[src/rtl/cp0_pkg.sv]
// Shared definitions for the interrupt controller: FSM encoding, default
// sizes and the position of the global-enable bit in the config word.
package cp0_pkg;

  localparam int NUM_IRQ_DEF = 8;
  localparam int PC_W_DEF    = 32;

  localparam logic [1:0] ST_IDLE    = 2'd0;
  localparam logic [1:0] ST_REQ     = 2'd1;
  localparam logic [1:0] ST_SERVICE = 2'd2;

  // The global enable sits just above the per-line mask bits.
  function automatic int ie_bit(input int num_irq);
    return num_irq;
  endfunction

endpackage

[src/rtl/prio_enc.sv]
// Lowest-index-first priority encoder: returns the index of the lowest set
// bit of vec, with valid flagging that any bit was set.
module prio_enc #(
  parameter int N = 8,
  parameter int W = $clog2(N)
) (
  input  logic [N-1:0] vec,
  output logic [W-1:0] idx,
  output logic         valid
);

  always_comb begin
    idx   = '0;
    valid = |vec;
    // Scan downward so the lowest set bit is the last one written.
    for (int i = N - 1; i >= 0; i--) begin
      if (vec[i]) idx = W'(i);
    end
  end

endmodule

[src/rtl/intr_ctrl.sv]
// Interrupt controller: edge-detects the interrupt lines into pending bits,
// masks them, and runs a single non-nesting request/ack/eret handshake.
module intr_ctrl
  import cp0_pkg::*;
#(
  parameter int NUM_IRQ = NUM_IRQ_DEF,
  parameter int PC_W    = PC_W_DEF
) (
  input  logic                       clk,
  input  logic                       rst,
  input  logic [NUM_IRQ-1:0]         intr,
  input  logic                       cfg_we,
  input  logic [NUM_IRQ:0]           cfg_wdata,
  input  logic                       irq_ack,
  input  logic [PC_W-1:0]            mem_pc,
  input  logic                       eret,
  output logic                       irq_req,
  output logic [$clog2(NUM_IRQ)-1:0] irq_cause,
  output logic [PC_W-1:0]            epc,
  output logic [NUM_IRQ-1:0]         pending,
  output logic [NUM_IRQ:0]           mask,
  output logic                       in_service
);

  localparam int CW     = $clog2(NUM_IRQ);
  localparam int IE_BIT = ie_bit(NUM_IRQ);

  logic [1:0]         state_q, state_d;
  logic [NUM_IRQ-1:0] pending_q, pending_d;
  logic [NUM_IRQ:0]   mask_q, mask_d;
  logic [NUM_IRQ-1:0] intr_d_q;
  logic [PC_W-1:0]    epc_q, epc_d;
  logic [CW-1:0]      cause_q, cause_d;

  logic [NUM_IRQ-1:0] rise, clr, elig;
  logic [CW-1:0]      prio_idx;
  logic               prio_valid;
  logic               ack_acc;

  prio_enc #(.N(NUM_IRQ), .W(CW)) u_prio (
    .vec   (elig),
    .idx   (prio_idx),
    .valid (prio_valid)
  );

  assign rise    = intr & ~intr_d_q;
  assign elig    = mask_q[IE_BIT] ? (pending_q & mask_q[NUM_IRQ-1:0]) : '0;
  assign ack_acc = (state_q == ST_REQ) && irq_ack;

  always_comb begin
    clr = '0;
    if (ack_acc) clr[cause_q] = 1'b1;
    // A fresh edge on the bit being acknowledged keeps it pending.
    pending_d = (pending_q & ~clr) | rise;
    mask_d    = cfg_we ? cfg_wdata : mask_q;
  end

  always_comb begin
    state_d = state_q;
    cause_d = cause_q;
    epc_d   = epc_q;
    case (state_q)
      ST_IDLE: begin
        if (prio_valid) begin
          state_d = ST_REQ;
          cause_d = prio_idx;
        end
      end
      ST_REQ: begin
        // Ack is judged against the mask as it stood before any same-cycle write.
        if (irq_ack) begin
          state_d = ST_SERVICE;
          epc_d   = mem_pc;
        end else if (!elig[cause_q]) begin
          state_d = ST_IDLE;
        end
      end
      ST_SERVICE: begin
        if (eret) state_d = ST_IDLE;
      end
      default: state_d = ST_IDLE;
    endcase
  end

  always_ff @(posedge clk) begin
    if (rst) begin
      state_q   <= ST_IDLE;
      pending_q <= '0;
      mask_q    <= '0;
      intr_d_q  <= '0;
      epc_q     <= '0;
      cause_q   <= '0;
    end else begin
      state_q   <= state_d;
      pending_q <= pending_d;
      mask_q    <= mask_d;
      intr_d_q  <= intr;
      epc_q     <= epc_d;
      cause_q   <= cause_d;
    end
  end

  assign irq_req    = (state_q == ST_REQ);
  assign in_service = (state_q == ST_SERVICE);
  assign irq_cause  = cause_q;
  assign epc        = epc_q;
  assign pending    = pending_q;
  assign mask       = mask_q;

endmodule

[config.mk]
export PLATFORM = sky130hd
export DESIGN_NAME = intr_ctrl
export DESIGN_NICKNAME = d
export VERILOG_FILES = /design/src/rtl/cp0_pkg.sv /design/src/rtl/prio_enc.sv /design/src/rtl/intr_ctrl.sv
export SDC_FILE = /design/constraint.sdc
export NUM_CORES = 1
export LEC_CHECK = 0
export BUFFER_PORTS_ARGS = -buffer_cell sky130_fd_sc_hd__buf_2
export CORE_MARGIN = 2
export CORE_UTILIZATION = 50
export DETAILED_ROUTE_END_ITERATION = 7
export GPL_ROUTABILITY_DRIVEN = 0
export PLACE_DENSITY_LB_ADDON = 0.08
export SLEW_MARGIN = 20
export SYNTH_ARGS = -nofsm -noshare
export SYNTH_HDL_FRONTEND = slang
export SYNTH_SLANG_ARGS = --single-unit
[constraint.sdc]
create_clock -name clk -period 4.1 [get_ports clk]
set_input_delay 0.41 -clock clk [delete_from_list [all_inputs] [get_ports clk]]
set_output_delay 0.41 -clock clk [all_outputs]
set_load 0.01 [all_outputs]
==> metrics.txt, run 1 <==
DPL Wire Length 3.79 mm; buffers and inverters on the worst path 0; Top delay family on crit path simple AND/OR/NAND/NOR gates; Register Area 0.00124 mm²; global-route wire length before repair 8.51 mm; Post-Syn Nets 336; fin worst setup slack 2360 ps; clock slew at reported path FFs 60 ps; Worst path max stage delay 800 ps; routed len/inst 12.8 µm; unique cell type count in the Yosys netlist 31; Boundary Pins 108; Yosys reg bits 62; Final Cycle Share 0.425; fraction of registers with async set/reset 0; Final TNS setup 0 ps; multi-input combinational cell area 0.00106 mm²; Layout area overhead 29.8%; Worst Skew 5.26 ps; fin. max-slew vios 0; DRC 0; PwrDens 404 mW/mm²; largest net degree at the start of global routing 64; Post-synth EDFFs 0; design area 0.00310 mm²; crit path time final 1740 ps; critical path's most frequent cell nand2_1; most common cell after layout, fill and taps aside buf_2; H-tree Lvls 3; most frequent cells in the layout 106 x buf_2, 72 x nand2_1, 62 x dfxtp_1; CP cell instances and2b_1 > nand2_1 > nand2_1 > a21oi_1; syn_area_per_cell 8.48 µm²; Total Wirelength 5.63 mm; Fmax 574 MHz; Die Wd 73.2 µm; post-CTS resize count 0; number of diodes 0; crit end category flop; Crit Path Max Fanout 33; mapped cell area 0.00239 mm²; ys flop type dfxtp_1; drt first-iter violations 150; Fill cells 436; vias in the first global route 1922; CTS Hold Bufs 0; placed inst area 0.00291 mm²; Leak 1.38 nW; Vias/cell 5.11; max_slew headroom 0.265; status finished, final reports clean; non-filler cells, final 438; arrival time worst endpoint 1980 ps; final setup fails 0; Util after Layout 0.666; die area 0.00535 mm²; dominant cell type by area after synthesis dfxtp_1; later-pin clock latency in the skew report 320 ps; Initial Util 0.513; initial antenna violation count 0; clk buf depth 2; first drt pass iteration count 4; VDD IR max 0.200 mV; Final Hold Violating Endpoints 0; GRT overflow 0; Port Buffer Count 107; total power 1.25 mW; Slowest cell on crit path nand2_1; Cells after DPL 424; post-synth top area share 0.519; vias 2240; CTS tree yes; maxcap violations 0; share of layout cells above drive strength 1 0.323; # rows 25; GRT Util Overall 0.205; CTS root buf clkbuf_8; Synth area leaders dfxtp_1 52%, nand2_1 11%, a21oi_1 9.6%; worst-margin pin slew 1100 ps; Setup Buffers After CTS 0; Detail Route Antenna Nets 0; dpl ws 2220 ps; Crit Path Class flop to flop; Hold Worst Slack 318 ps; cell count after synthesis 282; clk sinks 62; Core Box Area 0.00466 mm²; HP Class primary input to flop; WP data required 4340 ps; CTS Buf Count 9; RSZ-0062 raised after global routing false; nets 435; Worst Setup Start Kind flop; chip height 73.2 µm; sequential area share after synthesis 0.519; Ys Warns 0
## synth_stat cells (all sizes together), types with 2 or more instances
library cell / number
a21oi: 46
a22o: 2
a22oi: 4
a41oi: 2
and3: 2
buf: 8
clkbuf: 11
dfxtp: 62
mux2i: 9
nand2: 72
nand2b: 12
nand3: 5
nand4: 2
nor2: 12
nor2b: 9
o21ai: 9
o31ai: 3
## cells by family after synthesis
family	Yosys count	synth area share
AO/OA/AOI/OAI	71	0.177
buffers and inverters	20	0.0356
flip-flops	62	0.519
multiplexers	9	0.0377
AND/OR/NAND/NOR	120	0.230
## layout make-up
class	instances	share of cell area
clock buffer	13	0.0512
clock inverter	1	0.00967
inverter	1	0.00121
multi-input combinational	200	0.343
sequential	62	0.400
tap	54	0.0218
timing repair buffer	107	0.173
## flip-flops by register name, summed over array words and instances (netlist names)
register	flops
epc	32
irq_cause	3
mask	9
state_q	2
pending	8
intr_d_q	8
## path summary, 6_finish.rpt
| kind | startpoint | to | slack (ps) | cells after the start |
|---|---|---|---|---|
| max | state_q[1] | epc[8] | 2360 | 4 |
| max reg2reg | state_q[1] | epc[8] | 2360 | 4 |
| min | intr[3] | intr_d_q[3] | 320 | 2 |
| min reg2reg | epc[22] | epc[22] | 450 | 2 |
## power by group
group / switching [mW] / internal, mW / total, mW
clock: 0.205 / 0.308 / 0.513
sequential: 0.0192 / 0.622 / 0.641
combinational: 0.0509 / 0.0491 / 0.100
total: 0.275 / 0.979 / 1.25
## routing by layer
metal	part of all wire	GRT usage	vias to the layer above
met4	0.013	0.0947	0
met5	0	0	-
li1	-	-	1153
met3	0.062	0.0483	7
met2	0.47	0.324	82
met1	0.45	0.264	998
Power figures use the tool's default switching activity.
==> inputs of run 2 (changes only) <==
--- a/config.mk
+++ b/config.mk
@@ -7,7 +7,7 @@
 export LEC_CHECK = 0
 export BUFFER_PORTS_ARGS = -buffer_cell sky130_fd_sc_hd__buf_2
 export CORE_MARGIN = 2
-export CORE_UTILIZATION = 50
+export CORE_UTILIZATION = 46
 export DETAILED_ROUTE_END_ITERATION = 7
 export GPL_ROUTABILITY_DRIVEN = 0
 export PLACE_DENSITY_LB_ADDON = 0.08
==> constraint.sdc (replaced) <==
create_clock -name clk -period 1.8 [get_ports clk]
set_input_delay 0.18 -clock clk [delete_from_list [all_inputs] [get_ports clk]]
set_output_delay 0.18 -clock clk [all_outputs]
set_load 0.01 [all_outputs]
==> run 2 against run 1 <==
Compared with the run above: power up 150%; worst hold slack worse by 230 ps; wire length down 0.48%; via count rose by 1.6%.
==> metrics.txt, run 2 (same netlist as run 1, synthesis figures left out) <==
later-pin clock latency in the skew report 320 ps; worst-margin pin slew 475 ps; most frequent cells in the layout 107 x buf_2, 72 x nand2_1, 62 x dfxtp_1; die area 0.00579 mm²; WP data required 2030 ps; Port Buffer Count 107; Worst Skew 3.85 ps; GRT Util Overall 0.194; Worst Setup Start Kind flop; met3 wire len 453 µm; chip height 76.1 µm; DRC 0; Power Internal 2.42 mW; status finished, final reports clean; most common cell after layout, fill and taps aside buf_2; top routing layer in use met4; routed len/inst 12.1 µm; Boundary Pins 108; initial antenna violation count 0; RSZ-0062 raised after global routing false; Final Cycle Share 0.787; CTS Buf Count 9; number of diodes 0; combinational group share of total power 0.076; clock slew at reported path FFs 60 ps; CTS Hold Bufs 0; first drt pass iteration count 4; Fmax 706 MHz; Final TNS setup 0 ps; Util after Layout 0.631; post-CTS resize count 0; vias in the first global route 2063; CP cell instances or3b_4 > a41oi_4 > nand2b_2 > o32ai_1; Setup Buffers After CTS 0; Total Wirelength 5.60 mm; drt first-iter violations 133; CTS tree yes; HP Class primary input to flop; clk sinks 62; fin. max-slew vios 0; Clock Power Share 0.451; final setup fails 0; DPL Wire Length 3.95 mm; H-tree Lvls 3; Metal-1 WL 2.46 mm; Layout area overhead 34.0%; Final Hold Violating Endpoints 0; Top delay family on crit path simple AND/OR/NAND/NOR gates; PwrDens 962 mW/mm²; max FFs per register 32; clk buf depth 2; maxcap violations 0; Met2 Routed Length 2.63 mm; P_sw 0.658 mW; VDD IR max 0.636 mV; Crit Path Max Fanout 5; # rows 26; largest net degree at the start of global routing 34; Sw Share 0.213; Vias/cell 4.94; buffers and inverters on the worst path 0; crit end category flop; Leak 1.43 nW; Die Wd 76.1 µm; Sequential Power Share 0.472; arrival time worst endpoint 1650 ps; Crit Path Class flop to flop; Slowest cell on crit path or3b_4; Worst path max stage delay 420 ps; Core Box Area 0.00507 mm²; nets 440; Detail Route Antenna Nets 0; Initial Util 0.471; max_slew headroom 0.684; share of layout cells above drive strength 1 0.338; crit path time final 1420 ps; vias 2276; global-route wire length before repair 9.15 mm; GRT overflow 0; CTS root buf clkbuf_8
==> run 2: cell types whose count changed in the layout (fill, tap and decap cells not counted), sizes merged <==
cell	previous run	this run
clkinv	0	1
bufinv	1	2
buf	107	112
==> run 2: area by class of cell <==
cell class / instances / area (µm²)
clock buffers: 13 / 169
flip-flops and latches: 62 / 1240
fillers: 514 / 1870
clock inverters: 3 / 65.1
well taps: 70 / 87.6
multi-input cells: 200 / 1060
inverters: 1 / 3.75
repair buffers: 112 / 573
==> run 2: path summary, 6_finish.rpt <==
path,from,endpoint,slack (ps),depth (start not counted)
max,mask[8],irq_cause[0],380,4
min,intr[6],intr_d_q[6],80,2
max reg2reg,mask[8],irq_cause[0],380,4
min reg2reg,epc[31],epc[31],450,2
==> run 2: per-stage QoR <==
step	setup WS, ps	hold slack [ps]	instances	cell area [µm²]	power, mW
after detailed placement	401	413	445	2970	1.72
after CTS	384	72.8	461	3200	3.12
final	384	84.6	461	3200	3.08
after global placement	453	408	445	2970	1.72
after floorplan	414	308	282	2390	1.60
after global routing	302	77.5	461	3200	3.20
==> run 2: layer usage <==
| metal | up-vias | track usage |
|---|---|---|
| met5 | - | 0 |
| met4 | 0 | 0.0764 |
| met3 | 6 | 0.0628 |
| met2 | 79 | 0.321 |
| met1 | 1028 | 0.234 |
| li1 | 1163 | - |
==> run 2: power by group through the flow <==
stage / sequential, mW / clock, mW / combinational, mW
3_5_place_dp: 1.48 / 0 / 0.238
6_report: 1.46 / 1.39 / 0.235
2_1_floorplan: 1.49 / 0 / 0.111
4_1_cts: 1.45 / 1.43 / 0.239
5_1_grt: 1.46 / 1.48 / 0.261
3_3_place_gp: 1.48 / 0 / 0.235
==> inputs of run 3 (changes only) <==
--- a/config.mk
+++ b/config.mk
@@ -5,6 +5,7 @@
 export SDC_FILE = /design/constraint.sdc
 export NUM_CORES = 1
 export LEC_CHECK = 0
+export ABC_AREA = 1
 export BUFFER_PORTS_ARGS = -buffer_cell sky130_fd_sc_hd__buf_2
 export CORE_MARGIN = 2
 export CORE_UTILIZATION = 46
==> constraint.sdc (replaced) <==
create_clock -name clk -period 1.45 [get_ports clk]
set_input_delay 0.145 -clock clk [delete_from_list [all_inputs] [get_ports clk]]
set_output_delay 0.145 -clock clk [all_outputs]
set_load 0.01 [all_outputs]
==> run 3 against run 2 <==
Compared with the run above: first-iteration DRC count grew 43%; critical path type unchanged; largest cell class unchanged; sequential power grew 27%; sequential share of layout area shrank 0.60 points; global-route usage grew 1.1 points; combinational power grew 78%; critical endpoint is now pending[7]; largest power group unchanged; die area grew 1.3%; power grew 26%; clock skew grew 2.6 ps; synthesized area grew 1.4%.
==> metrics.txt, run 3 <==
combinational group share of total power 0.108; CP cell instances inv_2 > nor3_1 > nand2_1 > a21oi_1 > nor2_1; Total Wirelength 5.79 mm; top-count cell post-synth nand2_1; DRC 0; Post-synth EDFFs 0; drt first-iter violations 190; most common cell after layout, fill and taps aside buf_2; dominant cell type by area after synthesis dfxtp_1; max FFs per register 32; Final TNS setup 0 ps; Final Cycle Share 0.886; global-route wire length before repair 9.69 mm; Power Internal 2.95 mW; chip height 76.6 µm; GRT Util Overall 0.205; H-tree Lvls 3; total power 3.88 mW; Sw Share 0.240; share of layout cells above drive strength 1 0.353; Final Hold Violating Endpoints 0; VDD IR max 0.677 mV; Die Wd 76.6 µm; arrival time worst endpoint 1490 ps; cell count after synthesis 315; vias 2403; nets 479; ys flop type dfxtp_1; Fmax 778 MHz; fraction of registers with async set/reset 0; Port Buffer Count 107; crit path time final 1280 ps; sequential area share after synthesis 0.512; Post-Syn Nets 369; CTS Buf Count 9; first drt pass iteration count 4; Synth area leaders dfxtp_1 51%, nand2_1 15%, a21oi_1 8.0%; PwrDens 1190 mW/mm²; later-pin clock latency in the skew report 320 ps; Yosys reg bits 62; buffers and inverters on the worst path 1; Top delay family on crit path flip-flops; syn_area_per_cell 7.70 µm²; GRT overflow 0; clk sinks 62; crit end category flop; routed len/inst 11.6 µm; most frequent cells in the layout 107 x buf_2, 94 x nand2_1, 62 x dfxtp_1; worst-margin pin slew 365 ps; CTS tree yes; CTS root buf clkbuf_8; Boundary Pins 108; clock slew at reported path FFs 60 ps; unique cell type count in the Yosys netlist 29; initial antenna violation count 0; Vias/cell 4.81; HP Class primary input to flop; Synth top cells by count 94 x nand2_1, 62 x dfxtp_1, 39 x a21oi_1; number of diodes 0; vias in the first global route 2199; RSZ-0062 raised after global routing false; Initial Util 0.475; CTS Hold Bufs 0; Crit Path Class flop to flop; # rows 26; Sequential Power Share 0.476; status finished, final reports clean; post-synth top area share 0.512; Crit Path Max Fanout 8; die area 0.00587 mm²; post-CTS resize count 0; Clock Power Share 0.416; Layout area overhead 34.2%; largest net degree at the start of global routing 33; maxcap violations 0; Setup Buffers After CTS 0; fin. max-slew vios 0; Worst Setup Start Kind flop; DPL Wire Length 4.19 mm; Slowest cell on crit path dfxtp_1; final setup fails 0; Ys Warns 0; max_slew headroom 0.754; Worst path max stage delay 500 ps; Leak 1.57 nW; Worst Skew 6.45 ps; Core Box Area 0.00511 mm²; clk buf depth 2; WP data required 1660 ps; Detail Route Antenna Nets 0; Fill cells 515; P_sw 0.929 mW; mapped cell area 0.00242 mm²
run 3: power groups by stage:
stage	Clock (mW)	Sequential, mW	Combinational (mW)
floorplan	0	1.90	0.215
global placement	0	1.88	0.416
detailed placement	0	1.89	0.420
CTS	1.65	1.85	0.421
global route	1.73	1.86	0.472
finish	1.61	1.85	0.418
run 3: cell type report:
class / instances / area, µm² / area share
Multi-Input combinational cell: 215 / 1010 / 0.309
Tap cell: 70 / 87.6 / 0.0269
Inverter: 21 / 78.8 / 0.0242
Timing Repair Buffer: 116 / 619 / 0.190
Clock buffer: 14 / 183 / 0.0561
Clock inverter: 2 / 37.5 / 0.0115
Sequential cell: 62 / 1240 / 0.381
run 3: layer usage:
| layer | wire (µm) | track usage | vias up | share of wire |
|---|---|---|---|---|
| met2 | 2880 | 0.347 | 69 | 0.50 |
| met5 | 0 | 0 | - | 0 |
| met4 | 63 | 0.0855 | 0 | 0.011 |
| met3 | 333 | 0.0533 | 6 | 0.058 |
| li1 | - | - | 1236 | - |
| met1 | 2510 | 0.247 | 1092 | 0.43 |
run 3: final timing paths:
| check | cells after the start | start | endpoint | slack [ps] |
|---|---|---|---|---|
| worst min-delay path | 3 | intr[3] | intr_d_q[3] | 30 |
| worst max register to register | 5 | irq_cause[2] | pending[7] | 170 |
| worst max-delay path | 5 | irq_cause[2] | pending[7] | 170 |
| worst min register to register | 1 | intr_d_q[1] | pending[1] | 420 |
run 3: cells by family (layout without fill, tap and decap cells):
group / after synthesis / after routing / synth area share
buffers and inverters: 38 / 153 / 0.0727
AND/OR/NAND/NOR: 154 / 154 / 0.278
flip-flops: 62 / 62 / 0.512
AO/OA/AOI/OAI: 61 / 61 / 0.137
run 3: per-stage QoR:
| step | area [µm²] | instances | utilization | hold slack, ps | setup slack, ps |
|---|---|---|---|---|---|
| 2_1_floorplan | 2420 | 315 | - | 261 | 216 |
| 4_1_cts | 3250 | 500 | 0.636 | 11.0 | 117 |
| 3_5_place_dp | 3030 | 484 | 0.593 | 351 | 131 |
| 6_report | 3250 | 500 | 0.637 | 26.0 | 165 |
| 3_3_place_gp | 3030 | 484 | 0.593 | 348 | 202 |
| 5_1_grt | 3250 | 500 | 0.637 | 32.1 | 32.9 |
run 3: worst reg2reg max path, stage by stage (launching register included):
cell	delay [ps]
dfxtp_1	500
inv_2	130
nor3_1	280
nand2_1	90
a21oi_1	130
nor2_1	50
